--- src/rtl/fifo_wr_arbiter.sv ---
// Round-robin arbiter sharing one fifo write port among NUM_REQ producers, with flush FSM and push counter.
// Optional burst mode: define FIFO_ARB_BURST_EN to allow up to MAX_BURST consecutive grants per requester.
module fifo_wr_arbiter #(
    parameter int unsigned NUM_REQ   = 4,
    parameter int unsigned DATA_BW   = 4,
    parameter int unsigned CNT_BW    = 8,
    parameter int unsigned MAX_BURST = 4
) (
    input  logic                       clk,
    input  logic                       rst,
    input  logic [NUM_REQ-1:0]         req,
    input  logic [NUM_REQ*DATA_BW-1:0] req_data,
    output logic [NUM_REQ-1:0]         gnt,
    input  logic                       fifo_full,
    output logic                       fifo_wr_din,
    output logic [DATA_BW-1:0]         fifo_din,
    input  logic                       flush,
    output logic                       flush_done,
    output logic                       busy,
    output logic [CNT_BW-1:0]          push_cnt
);

    localparam int unsigned PTR_W = (NUM_REQ > 1) ? $clog2(NUM_REQ) : 1;

    if (NUM_REQ < 2 || MAX_BURST < 1) begin : g_bad_cfg
        $error("fifo_wr_arbiter: NUM_REQ must be >= 2 and MAX_BURST >= 1");
    end

    typedef enum logic [1:0] {RUN, DRAIN, DONE} state_t;

    state_t             state;
    logic               out_valid;
    logic [DATA_BW-1:0] out_data;
    logic [PTR_W-1:0]   rr_ptr;

    logic               drain;
    logic               slot_free;
    logic               arb_en;
    logic               win_found;
    logic               grant_any;
    logic [PTR_W-1:0]   win_idx;
    logic [PTR_W-1:0]   win_inc;
    logic [PTR_W-1:0]   ptr_nxt;
    logic [DATA_BW-1:0] win_data;

    assign drain       = out_valid & ~fifo_full;
    assign fifo_wr_din = drain;
    assign fifo_din    = out_data;
    assign busy        = out_valid;
    assign flush_done  = (state == DONE);
    assign slot_free   = ~out_valid | drain;
    // rst gating keeps gnt low while reset is held, since arbitration is combinational
    assign arb_en      = rst & (state == RUN) & slot_free;
    assign grant_any   = arb_en & win_found;
    assign gnt         = grant_any ? (NUM_REQ'(1) << win_idx) : '0;
    assign win_data    = req_data[32'(win_idx)*DATA_BW +: DATA_BW];
    assign win_inc     = (32'(win_idx) == NUM_REQ - 1) ? '0 : win_idx + PTR_W'(1);

    // First requester at or after rr_ptr, circularly
    always_comb begin
        win_found = 1'b0;
        win_idx   = '0;
        for (int unsigned k = 0; k < NUM_REQ; k++) begin
            if (!win_found && req[PTR_W'((32'(rr_ptr) + k) % NUM_REQ)]) begin
                win_found = 1'b1;
                win_idx   = PTR_W'((32'(rr_ptr) + k) % NUM_REQ);
            end
        end
    end

`ifdef FIFO_ARB_BURST_EN
    localparam int unsigned BURST_W = (MAX_BURST > 1) ? $clog2(MAX_BURST) : 1;

    logic [BURST_W-1:0] burst_cnt;
    logic [BURST_W-1:0] cnt_nxt;
    logic [31:0]        taken;
    logic [PTR_W-1:0]   ptr_inc;
    logic               burst_stale;

    // burst_cnt counts grants already taken by the rr_ptr owner in its current burst
    always_comb begin
        taken   = (win_idx == rr_ptr) ? 32'(burst_cnt) + 32'd1 : 32'd1;
        ptr_nxt = win_idx;
        cnt_nxt = BURST_W'(taken);
        if (taken >= MAX_BURST) begin
            ptr_nxt = win_inc;
            cnt_nxt = '0;
        end
    end

    assign ptr_inc     = (32'(rr_ptr) == NUM_REQ - 1) ? '0 : rr_ptr + PTR_W'(1);
    assign burst_stale = (state == RUN) && !grant_any && (burst_cnt != '0) && !req[rr_ptr];
`else
    assign ptr_nxt = win_inc;
`endif

    always_ff @(posedge clk or negedge rst) begin
        if (!rst) begin
            state     <= RUN;
            out_valid <= 1'b0;
            out_data  <= '0;
            rr_ptr    <= '0;
            push_cnt  <= '0;
`ifdef FIFO_ARB_BURST_EN
            burst_cnt <= '0;
`endif
        end else begin
            if (drain) begin
                push_cnt <= push_cnt + CNT_BW'(1);
            end

            if (grant_any) begin
                out_data  <= win_data;
                out_valid <= 1'b1;
                rr_ptr    <= ptr_nxt;
            end else if (drain) begin
                out_valid <= 1'b0;
            end

`ifdef FIFO_ARB_BURST_EN
            if (grant_any) begin
                burst_cnt <= cnt_nxt;
            end else if (state == DONE) begin
                burst_cnt <= '0;
            end else if (burst_stale) begin
                burst_cnt <= '0;
                rr_ptr    <= ptr_inc;
            end
`endif

            case (state)
                RUN:     if (flush) state <= DRAIN;
                DRAIN:   if (!out_valid) state <= DONE;
                DONE:    state <= RUN;
                default: state <= RUN;
            endcase
        end
    end

endmodule

--- config.mk ---
export PLATFORM = sky130hd
export DESIGN_NAME = fifo_wr_arbiter
export DESIGN_NICKNAME = d
export VERILOG_FILES = /design/src/rtl/fifo_wr_arbiter.sv
export SDC_FILE = /design/constraint.sdc
export NUM_CORES = 1
export LEC_CHECK = 0
export CORE_UTILIZATION = 36
export CTS_CLUSTER_DIAMETER = 100
export DETAILED_ROUTE_END_ITERATION = 6
export PLACE_DENSITY = 0.74
export SKIP_LAST_GASP = 1
export SYNTH_ARGS = -nofsm -noshare
export SYNTH_HDL_FRONTEND = slang
export SYNTH_SLANG_ARGS = --single-unit
--- constraint.sdc ---
create_clock -name clk -period 1.5 [get_ports clk]
set_input_delay 0.3 -clock clk [delete_from_list [all_inputs] [get_ports clk]]
set_output_delay 0.3 -clock clk [all_outputs]
set_load 0.05 [all_outputs]
==> flow_summary_export.csv, run 1 <==
group,metric,value,unit
clocking,cts.sinks,17,
pwr,peakVddDrop,0.00127,V
placement,place_hpwl,2040,um
worst_setup_path,arrival,1.79,ns
timing,final-hold-violation-count,0,
final_layout,fillers,157,
worst_setup_path,worstPathRequired,1.20,ns
final_layout,drive_gt1_frac,0.444,
route,firstDrtPassIters,4,
final_layout,instances_no_fill,183,
timing,fin_ws,-0.595,ns
route,wl_per_cell,14.5,um
die,dieArea,2810,sq um
die,io_pins,43,
final_layout,multi_input_area,622,sq um
placement,dp_cells,174,
grt,grtUsageMet3,0.0431,
route,finalWirelength,2660,um
yosys,synthDistinctLibCells,32,
yosys,synth.area.top_cells,"dfrtp_1, mux2i_1, xnor2_1",
yosys,syn_nets,112,
route,routed_via_density,5.19,
timing,finalSetupViolations,10,
grt,antenna_found_initial,0,
timing,worst_hold_slack,0.415,ns
route,drc_errors,0,
worst_setup_path,startpoint,"rr_ptr[1]",
clocking,holdBufCountCts,0,
yosys,yosys.area.top_type,"dfrtp_1",
final_layout,area_growth,106,%
worst_setup_path,cp_top_family,"simple AND/OR/NAND/NOR gates",
grt,grt_pass1_wl,4320,um
worst_setup_path,path_max_fanout,5,
clocking,cts_buffers,3,
yosys,ys_seq_area_frac,0.455,
timing,worstMarginPinSlew,0.458,ns
placement,gp_congestion,0.773,
run,maxCapViolations,0,
clocking,worst_skew_pair.late_latency,0.30,ns
worst_setup_path,r2r-start,"rr_ptr[1]",
final_layout,regArea,429,sq um
placement,io_buffers,42,
worst_setup_path,crit_type,"reg2out",
timing,rsz0062_at_grt,"yes",
route,drt_iter0_drc,9,
worst_setup_path,regToRegEndpoint,"fifo_din[1]",
worst_setup_path,max_stage_delay,0.47,ns
yosys,syn_avg_cell_area,10.8,sq um
grt,use_met1,0.248,
yosys,yosysTopAreaCellShare,0.455,
clocking,path_clk_slew,0.10,ns
grt,track_usage,0.219,
die,die_h,53.0,um
timing,clock_skew,0.00250,ns
clocking,tritoncts,"yes",
route,postRouteAntennaNets,0,
run_status,violations,"negative setup slack",
grt,met2_usage,0.390,
worst_setup_path,crit_cells,5,
grt,gr-total-overflow,0,
clocking,h-tree-depth,1,
grt,grt_max_degree,18,
final_layout,nets,179,
pwr,leakagePower,0.000832,uW
worst_setup_path,path_cells,"mux2i_4 -> o21ai_2 -> or3_4 -> nor2b_4 -> buf_12",
timing,fin_crit_sh,1.40,
yosys,synth_warnings,0,
final_layout,final_core_util,0.778,
worst_setup_path,regToRegSetupSlack,-0.20,ns
clocking,clock_path_buffers,2,
worst_hold_path,hp-class,"in2async",
worst_setup_path,end_kind,"output port",
run_status,status,"complete, but fails checks",
die,core,2480,sq um
worst_setup_path,rr_worst_depth,8,
placement,pre_cts_slack,-0.720,ns
die,row_count,18,
worst_setup_path,crit_end,"gnt[1]",
grt,grt-busiest-layer,"met2",
yosys,netlist_instances,87,
pwr,power_density,1910,nW/um^2
die,die_w,53.0,um
clocking,cts_root_buffer,"clkbuf_4",
timing,relSlewSlack,0.694,
timing,post-route-min-period,2.09,ns
worst_setup_path,crit_path_top_delay_cell,"dfrtp_2",
die,start_util,0.378,
grt,grt_pass1_vias,986,
final_layout,antenna_cells,0,
timing,max_freq,0.477,GHz
route,via_count,950,
worst_setup_path,cp_num_buf_inv,1,
yosys,syn-cell-area,936,sq um
yosys,synth_seq_cells,17,
timing,drv_slew,0,
worst_setup_path,startpoint_type,"flop",
[synthesized netlist by cell type]
| cell type | n |
|---|---|
| o211ai_4 | 1 |
| xnor2_1 | 6 |
| a21boi_0 | 1 |
| inv_1 | 1 |
| o221ai_1 | 3 |
| nand2b_1 | 3 |
| dfrtp_1 | 17 |
| nand4_1 | 3 |
| nor3b_1 | 2 |
| or3_1 | 1 |
| and3_1 | 1 |
| mux2i_1 | 10 |
| o21ai_0 | 2 |
| o22ai_2 | 1 |
| mux2_2 | 1 |
| ha_1 | 1 |
| nor3_1 | 1 |
| xor2_1 | 2 |
| buf_4 | 1 |
| or4_1 | 1 |
| nand3_1 | 3 |
| a21o_1 | 1 |
| nor2_1 | 4 |
| o21a_1 | 1 |
| nand2_1 | 8 |
| a21oi_1 | 3 |
| nand3b_1 | 1 |
| nor2b_1 | 3 |
| or2_2 | 1 |
| and4_1 | 1 |
| o221ai_2 | 1 |
| clkbuf_1 | 1 |
[logic make-up after synthesis]
family / count (synthesis) / synth area share
fa+ha+maj: 1 / 0.0134
compound gates: 14 / 0.131
xor+xnor: 8 / 0.0749
buf+inv: 3 / 0.0160
simple gates: 33 / 0.191
flops: 17 / 0.455
mux: 11 / 0.119
[stage by stage]
step | area [sq um] | setup TNS (ns) | power (uW)
6_report | 1930 | -3.06 | 3690
5_1_grt | 1930 | -3.67 | 3870
4_1_cts | 1900 | -2.69 | 3670
3_5_place_dp | 1790 | -7.70 | 3240
3_3_place_gp | 1790 | -6.34 | 3170
2_1_floorplan | 1020 | -1.14 | 2080
[where the power goes]
part | switching [uW] | total, uW | internal [uW]
Sequential | 271 | 919 | 648
Clock | 152 | 256 | 104
Combinational | 1200 | 2520 | 1320
Total | 1620 | 3690 | 2070
[area by class of cell]
| class | count | area share |
|---|---|---|
| multi-input combinational | 67 | 0.323 |
| sequential | 17 | 0.223 |
| clock buffer | 4 | 0.0136 |
| tap | 30 | 0.0195 |
| timing repair buffer | 64 | 0.420 |
| inverter | 1 | 0.00195 |
[worst register-to-register path, stage by stage, from the launching register on]
cell and delay, ns:
dfrtp_2 0.47, buf_6 0.14, nand3b_1 0.11, buf_4 0.15, buf_4 0.13, o211ai_4 0.07
buf_12 0.17, mux2i_4 0.24, o221ai_2 0.12
[layout by cell type, fill, tap and decap left out, types with 5 or more instances in the layout]
cell	synthesis	routed
clkdlybuf4s50_1	0	18
nand2_1	8	8
dfrtp_1	17	14
mux2i_1	10	5
xnor2_1	6	6
buf_4	1	17
buf_12	0	21
[flip-flops by register name (all words and copies together) (netlist names)]
signal	flops
fifo_din	4
state	2
rr_ptr	2
busy	1
push_cnt	8
[how the worst min path moves through the flow]
stage | endpoint | cells after the start | from
floorplan | busy | 0 | rst
global placement | state[0] | 1 | state[1]
detailed placement | state[1] | 1 | state[1]
CTS | push_cnt[0] | 2 | rst
global route | push_cnt[0] | 2 | rst
finish | push_cnt[0] | 2 | rst
[per-layer routing]
metal / wire length [um] / part of all wire
met5: 0 / 0
met4: 27 / 0.010
met3: 82 / 0.031
met2: 1460 / 0.55
met1: 1080 / 0.41
[repair_timing]
action | in CTS | in global routing
pin swaps | 7 | 2
gates resized for setup | 23 | 4
setup endpoints to repair | 12 | 11
setup buffers | 4 | 1
endpoints found under the hold margin | 0 | 0
Note: power is estimated with default switching activity, not from simulation.
==> inputs of run 2 (changes only) <==
--- a/config.mk
+++ b/config.mk
@@ -5,6 +5,7 @@
 export SDC_FILE = /design/constraint.sdc
 export NUM_CORES = 1
 export LEC_CHECK = 0
+export ABC_AREA = 0
 export CORE_UTILIZATION = 36
 export CTS_CLUSTER_DIAMETER = 100
 export DETAILED_ROUTE_END_ITERATION = 6
==> results of run 2 <==
No change in the layout: final DEF, timing and power equal those of run 1.
